[src/rtl/slt.sv]
// rtl/slt.sv - signed set-less-than comparator (out = a < b, two's complement)
module slt #(
    parameter int N = 32
) (
    input  logic [N-1:0] a,
    input  logic [N-1:0] b,
    output logic         out
);

    assign out = $signed(a) < $signed(b);

endmodule

[src/rtl/slt_sort_engine.sv]
// rtl/slt_sort_engine.sv - load/bubble-sort/drain engine built around one shared slt comparator
module slt_sort_engine #(
    parameter int N     = 32,
    parameter int DEPTH = 8
) (
    input  logic         clk,
    input  logic         rst,
    input  logic         in_valid,
    output logic         in_ready,
    input  logic [N-1:0] in_data,
    output logic         out_valid,
    input  logic         out_ready,
    output logic [N-1:0] out_data,
    output logic         busy
);

    localparam int AW = $clog2(DEPTH);

    typedef enum logic [1:0] {
        LOAD  = 2'd0,
        SORT  = 2'd1,
        DRAIN = 2'd2
    } state_t;

    state_t        state;
    state_t        state_nxt;
    logic [N-1:0]  mem [DEPTH];
    logic [AW-1:0] wr_ptr;
    logic [AW-1:0] rd_ptr;
    logic [AW-1:0] cmp_idx;
    logic [AW-1:0] idx_hi;
    logic [AW-1:0] pass_cnt;
    logic          swap_flag;
    logic          lt;
    logic          in_fire;
    logic          out_fire;
    logic          last_word;
    logic          last_out;
    logic          last_cmp;
    logic          last_pass;
    logic          sort_done;

    assign idx_hi    = cmp_idx + AW'(1);
    assign in_fire   = in_valid & in_ready;
    assign out_fire  = out_valid & out_ready;
    assign last_word = (wr_ptr == AW'(DEPTH - 1));
    assign last_out  = (rd_ptr == AW'(DEPTH - 1));
    assign last_cmp  = (cmp_idx == AW'(DEPTH - 2));
    assign last_pass = (pass_cnt == AW'(DEPTH - 1));
    // A pass ends clean only if neither earlier compares nor this final one swapped.
    assign sort_done = (state == SORT) && last_cmp && (!(swap_flag || lt) || last_pass);

    // The only ordering decision in the engine: is the upper neighbour strictly smaller?
    slt #(.N(N)) u_slt (
        .a   (mem[idx_hi]),
        .b   (mem[cmp_idx]),
        .out (lt)
    );

    // State register
    always_ff @(posedge clk or negedge rst) begin
        if (!rst) begin
            state <= LOAD;
        end else begin
            state <= state_nxt;
        end
    end

    // Next-state: fill, sort until a clean pass (or the pass cap), then drain
    always_comb begin
        state_nxt = state;
        case (state)
            LOAD:    if (in_fire && last_word) state_nxt = SORT;
            SORT:    if (sort_done) state_nxt = DRAIN;
            DRAIN:   if (out_fire && last_out) state_nxt = LOAD;
            default: state_nxt = LOAD;
        endcase
    end

    // Outputs decoded from state; out_data is held at zero outside DRAIN
    always_comb begin
        in_ready  = (state == LOAD);
        out_valid = (state == DRAIN);
        busy      = (state == SORT);
        out_data  = '0;
        if (state == DRAIN) begin
            out_data = mem[rd_ptr];
        end
    end

    // Pointers and sort bookkeeping; everything returns to zero when a sort finishes
    always_ff @(posedge clk or negedge rst) begin
        if (!rst) begin
            wr_ptr    <= '0;
            rd_ptr    <= '0;
            cmp_idx   <= '0;
            pass_cnt  <= '0;
            swap_flag <= 1'b0;
        end else begin
            if (in_fire) begin
                wr_ptr <= wr_ptr + AW'(1);
            end
            if (out_fire) begin
                rd_ptr <= rd_ptr + AW'(1);
            end
            if (state == SORT) begin
                if (sort_done) begin
                    cmp_idx   <= '0;
                    pass_cnt  <= '0;
                    swap_flag <= 1'b0;
                end else if (last_cmp) begin
                    cmp_idx   <= '0;
                    pass_cnt  <= pass_cnt + AW'(1);
                    swap_flag <= 1'b0;
                end else begin
                    cmp_idx <= idx_hi;
                    if (lt) begin
                        swap_flag <= 1'b1;
                    end
                end
            end
        end
    end

    // Storage: written on load handshakes, neighbours exchanged on a strict less-than
    always_ff @(posedge clk) begin
        if (in_fire) begin
            mem[wr_ptr] <= in_data;
        end else if ((state == SORT) && lt) begin
            mem[cmp_idx] <= mem[idx_hi];
            mem[idx_hi]  <= mem[cmp_idx];
        end
    end

endmodule

[config.mk]
export PLATFORM = sky130hd
export DESIGN_NAME = slt_sort_engine
export DESIGN_NICKNAME = d
export VERILOG_FILES = /design/src/rtl/slt.sv /design/src/rtl/slt_sort_engine.sv
export SDC_FILE = /design/constraint.sdc
export NUM_CORES = 1
export LEC_CHECK = 0
export CORE_ASPECT_RATIO = 0.9
export CORE_MARGIN = 2
export CORE_UTILIZATION = 46
export CTS_BUF_LIST = sky130_fd_sc_hd__clkbuf_4
export DETAILED_ROUTE_END_ITERATION = 16
export DONT_BUFFER_PORTS = 1
export SLEW_MARGIN = 20
export SYNTH_ARGS = -nofsm -noshare
export SYNTH_HDL_FRONTEND = slang
export SYNTH_SLANG_ARGS = --single-unit
[constraint.sdc]
create_clock -name clk -period 5.8 [get_ports clk]
set_input_delay 0.58 -clock clk [delete_from_list [all_inputs] [get_ports clk]]
set_output_delay 0.58 -clock clk [all_outputs]
set_load 0.03 [all_outputs]
# After elaboration in Yosys (flattened, before gate mapping)
# Memories as Yosys holds them, arrays and structs flattened.
# Index checks and enable logic that the tools add are counted.
# op_classes
n_addsub,4
n_lt_le_gt_ge,1
n_eq_ne,9
mux,20
bitwise,2
reduce_logical,15
# ops
operator,count
$mux W32,2
$lt A32 B32 Y1,1
$reduce_or A32 Y1,1
$mux W3,5
$add A3 B1 Y3 const B,4
$eq A3 B3 Y1 const B,4
$mux W1,9
$mux W2,3
$ne A2 B1 Y1 const B,3
$pmux W2 S3,1
$logic_and A1 B1 Y1,5
$reduce_and A2 Y1,2
$reduce_and A3 Y1,1
$reduce_bool A3 Y1,1
$and A1 B1 Y1,2
$eq A2 B1 Y1 const B,1
$eq A2 B2 Y1 const B,1
$logic_not A2 Y1,1
$logic_or A1 B1 Y1,2
$reduce_bool A2 Y1,1
$logic_not A1 Y1,1
# word_totals
reg_bits,15
ram_bits,256
input_bits,36
mem_count,1
# mem_list
name,depth,word_bits,rd,rd_ports_with_merged_regs,wr,line_no,rtl
mem,8,32,3,0,2,slt_sort_engine.sv:27,logic [N-1:0] mem [DEPTH];

# Longest topological paths before layout
# An unclocked memory read counts as a cell.
# logic_depth
word_depth,9
mapped_depth,21

# By module
# A second synthesis with hierarchy kept.
# unflattened
hier_cells,1703
area_unflattened_um2,19635.1
# by_module_without_submodules
module,instances,cells_each,area_each_um2,seq_area_each_um2
slt_sort_engine,1,1595,18845.6,8062.7
slt,1,108,789.5,0.0

# Worst setup path before layout
# Ideal clock, no wire load.
# synth_timing
kind,flip-flop to flip-flop
start,register cmp_idx[1]
end,"memory mem[0][0], enable pin"
setup_ns,0.472
t_arrival_ns,5.703
setup_slack_ns,-0.375
stages_incl_launch_ff,15
n_path_buf,3
synth_period_minus_slack_ns,6.175
path_cell_list,dfrtp_1 clkbuf_1 buf_1 buf_1 mux4_2 mux2_2 inv_1 ha_1 a21o_1 a21o_1 a2111oi_0 o311ai_0 nand3_4 nand3_1 o32ai_1
# synth_rtl
element,line_no,rtl
"start, declared",slt_sort_engine.sv:30,logic [AW-1:0] cmp_idx;
"start signal, assigned",slt_sort_engine.sv:116,cmp_idx <= idx_hi;
"end, declared",slt_sort_engine.sv:27,

==> impl_results.md <==
- Longest Clk Path Bufs: 3
- Most frequent cells in the layout: 266 x nand2_1, 257 x o21ai_0, 256 x edfxtp_1
- Fin nets: 2016
- Post-Syn Area: 21700 um2
- Row cnt: 75
- Final worst path period share: 0.959
- Vias in the first global route: ~16000
- Worst-Margin Slew: about 1100 ps
- Worst endpoint data arrival time: 6110 ps
- GP Congestion: 0.805
- Setup WS pre-CTS: between 300 and 400 ps
- Yosys cell types: between 50 and 60
- #FFs+latches synth: 271
- Sequential area share after synthesis: 0.372
- Final Setup Violations: 0
- Routed Antenna Nets: 0
- Synth warn: 0
- First-pass GRT wire length: slightly below 100000 um
- CORE AREA: 46500 um2
- Syn_nets: around 2000
- Initial DRC Count: 1059
- CTS tree: built
- Top Ports: a little over 70
- HP Class: primary input to flip-flop
- Number of CTS-inserted buffers: 82
- Critical path type: flip-flop to flip-flop
- DIE WIDTH: 233 um
- Max FO, Critical Path: 18
- Residual DRC: 0
- Post-detail-place hpwl: 39800 um
- Share of the synthesized area in the top cell type: 0.355
- Outcome: completed
- Post-synth top area cell: edfxtp_1
- Die area: 48900 um2
- Mean area per synthesized cell: 11.5 um2
- Setup_tns: 0 ps
- Share of cells above drive strength 1: 0.299
- Largest cells by area after synthesis: edfxtp_1 35%, mux4_2 14%, mux2_4 12%
- Most used flip-flop cell after synthesis: edfxtp_1
- CP required: roughly 6400 ps
- Setup slack after layout: 238 ps
- Commonest non-fill, non-tap cell in the layout: nand2_1
- Clk_skew: around 74 ps
- Post-layout util: 0.525
- Synth async-reset ratio: 0.0554
- P&R area growth vs syn: 12.8%
- Syn Inst Count: roughly 1900
- Tot GR Track Use: 0.267
- IO buf count: 0
- CTS clk-pin slew, worst paths: roughly 70 ps
- Minimum clock period: roughly 5600 ps
- Routed WL: 64200 um
- CTS sink count: roughly 270
- Routed via count: between 15000 and 20000
- Fin Hold WS: about 180 ps
- Root Buffer: clkbuf_4
- Max Clk Rate: roughly 0.18 GHz
- Via density: ~6.1
- Insertion delay to the later sink of the worst-skew pair: 870 ps
- Max Slew Vio Count: 0
- Gr ovfl total: 0
- RSZ-0062 raised after global routing: false
- Initial antenna violation count: 4
- H-tree levels: 3
- Startpoint Class: flip-flop
- Rel. slew slack: 0.256
- Starting Density: 0.465
- Max-cap violations: 0
- Post-synth EDFFs: 256
- Largest net degree at the start of global routing: 58
- Die Y: about 210 um
- WL per Instance: 24.5 um
- First drt pass iteration count: 7
- Hold Fails Final Rpt: 0
- Critical Path End Type: flip-flop
==> worst paths after layout <==
check,from,end,slack [ps],depth (start not counted)
setup / recovery,cmp_idx[0],mem[3][2],240,17
hold / removal,in_valid,wr_ptr[0],180,2
setup reg to reg,cmp_idx[0],mem[3][2],240,17
hold reg to reg,pass_cnt[1],pass_cnt[1],490,2
max in group asynchronous,rst,cmp_idx[0],5030,1
min in group asynchronous,rst,wr_ptr[0],190,1
==> critical path: stages, from the launching register on <==
cell and delay, ps:
dfrtp_4 500, inv_2 290, ha_1 400, nand2b_2 540
buf_4 440, o22ai_1 120, nor2_1 410, inv_1 90
ha_1 350, nand4_1 100, nor2_1 390, o2111a_1 320
a221oi_4 90, a21bo_2 300, and3_4 240, buf_12 180
buf_12 180, mux2_1 320
==> synthesized netlist by cell type (9+ instances only) <==
master    count
buf_1        38
ha_1         39
mux2i_1     157
mux2_1       83
nand2_1     268
nand3_1       9
o21ai_0     257
edfxtp_1    256
inv_1        68
a21oi_1      19
mux2_4      173
clkbuf_1     90
nor2_1       90
dfrtp_1      15
mux2_2       36
o22ai_1      63
buf_6        21
mux4_2      130
==> registers in the layout, indices dropped and copies added, names as in the netlist <==
register   cells
mem          256
swap_flag      1
state          2
pass_cnt       3
cmp_idx        3
wr_ptr         3
rd_ptr         3
==> routing by layer <==
layer  global-route usage  routed length (um)  vias to the layer above
li1                     -                   -                     7283
met1                0.350               26900                     8065
met2                0.451               31600                      546
met3               0.0466                4010                      134
met4               0.0850                1680                        2
met5                    0                  11                        -
==> through the flow <==
step | instance area, um2 | cells
after detailed placement | 23000 | 2438
after floorplan | 21700 | 1882
after global routing | 24400 | 2624
after CTS | 24400 | 2615
after global placement | 23000 | 2438
final | 24400 | 2624
==> area by class of cell <==
cell class	count	area [um2]
Inverter	69	259
Clock inverter	23	144
Antenna cell	8	20.0
Timing Repair Buffer	133	1530
Clock buffer	120	901
Tap cell	616	771
Multi-Input combinational cell	1384	12700
Fill cell	4118	22100
Sequential cell	271	8080
==> cell families (layout without fill, tap and decap cells) <==
family	Yosys count	in the layout	synth area share
AOI/OAI and AO/OA	370	370	0.0950
and+or+nand+nor	392	392	0.0720
other	0	8	0
DFF	271	271	0.372
xor gates and xnor gates	4	4	0.00162
buffers and inverters	227	345	0.0472
adders and majority gates	39	39	0.0225
muxes	579	579	0.389
==> timing repair <==
item,in CTS,in global routing
endpoints found under the hold margin,273,0
resized for setup,0,0
hold buffers,34,0
buffers inserted,0,0
Power is left out: the tool's default activity adds up to more than one toggle a clock period on the data nets, which glitch-free logic cannot reach.
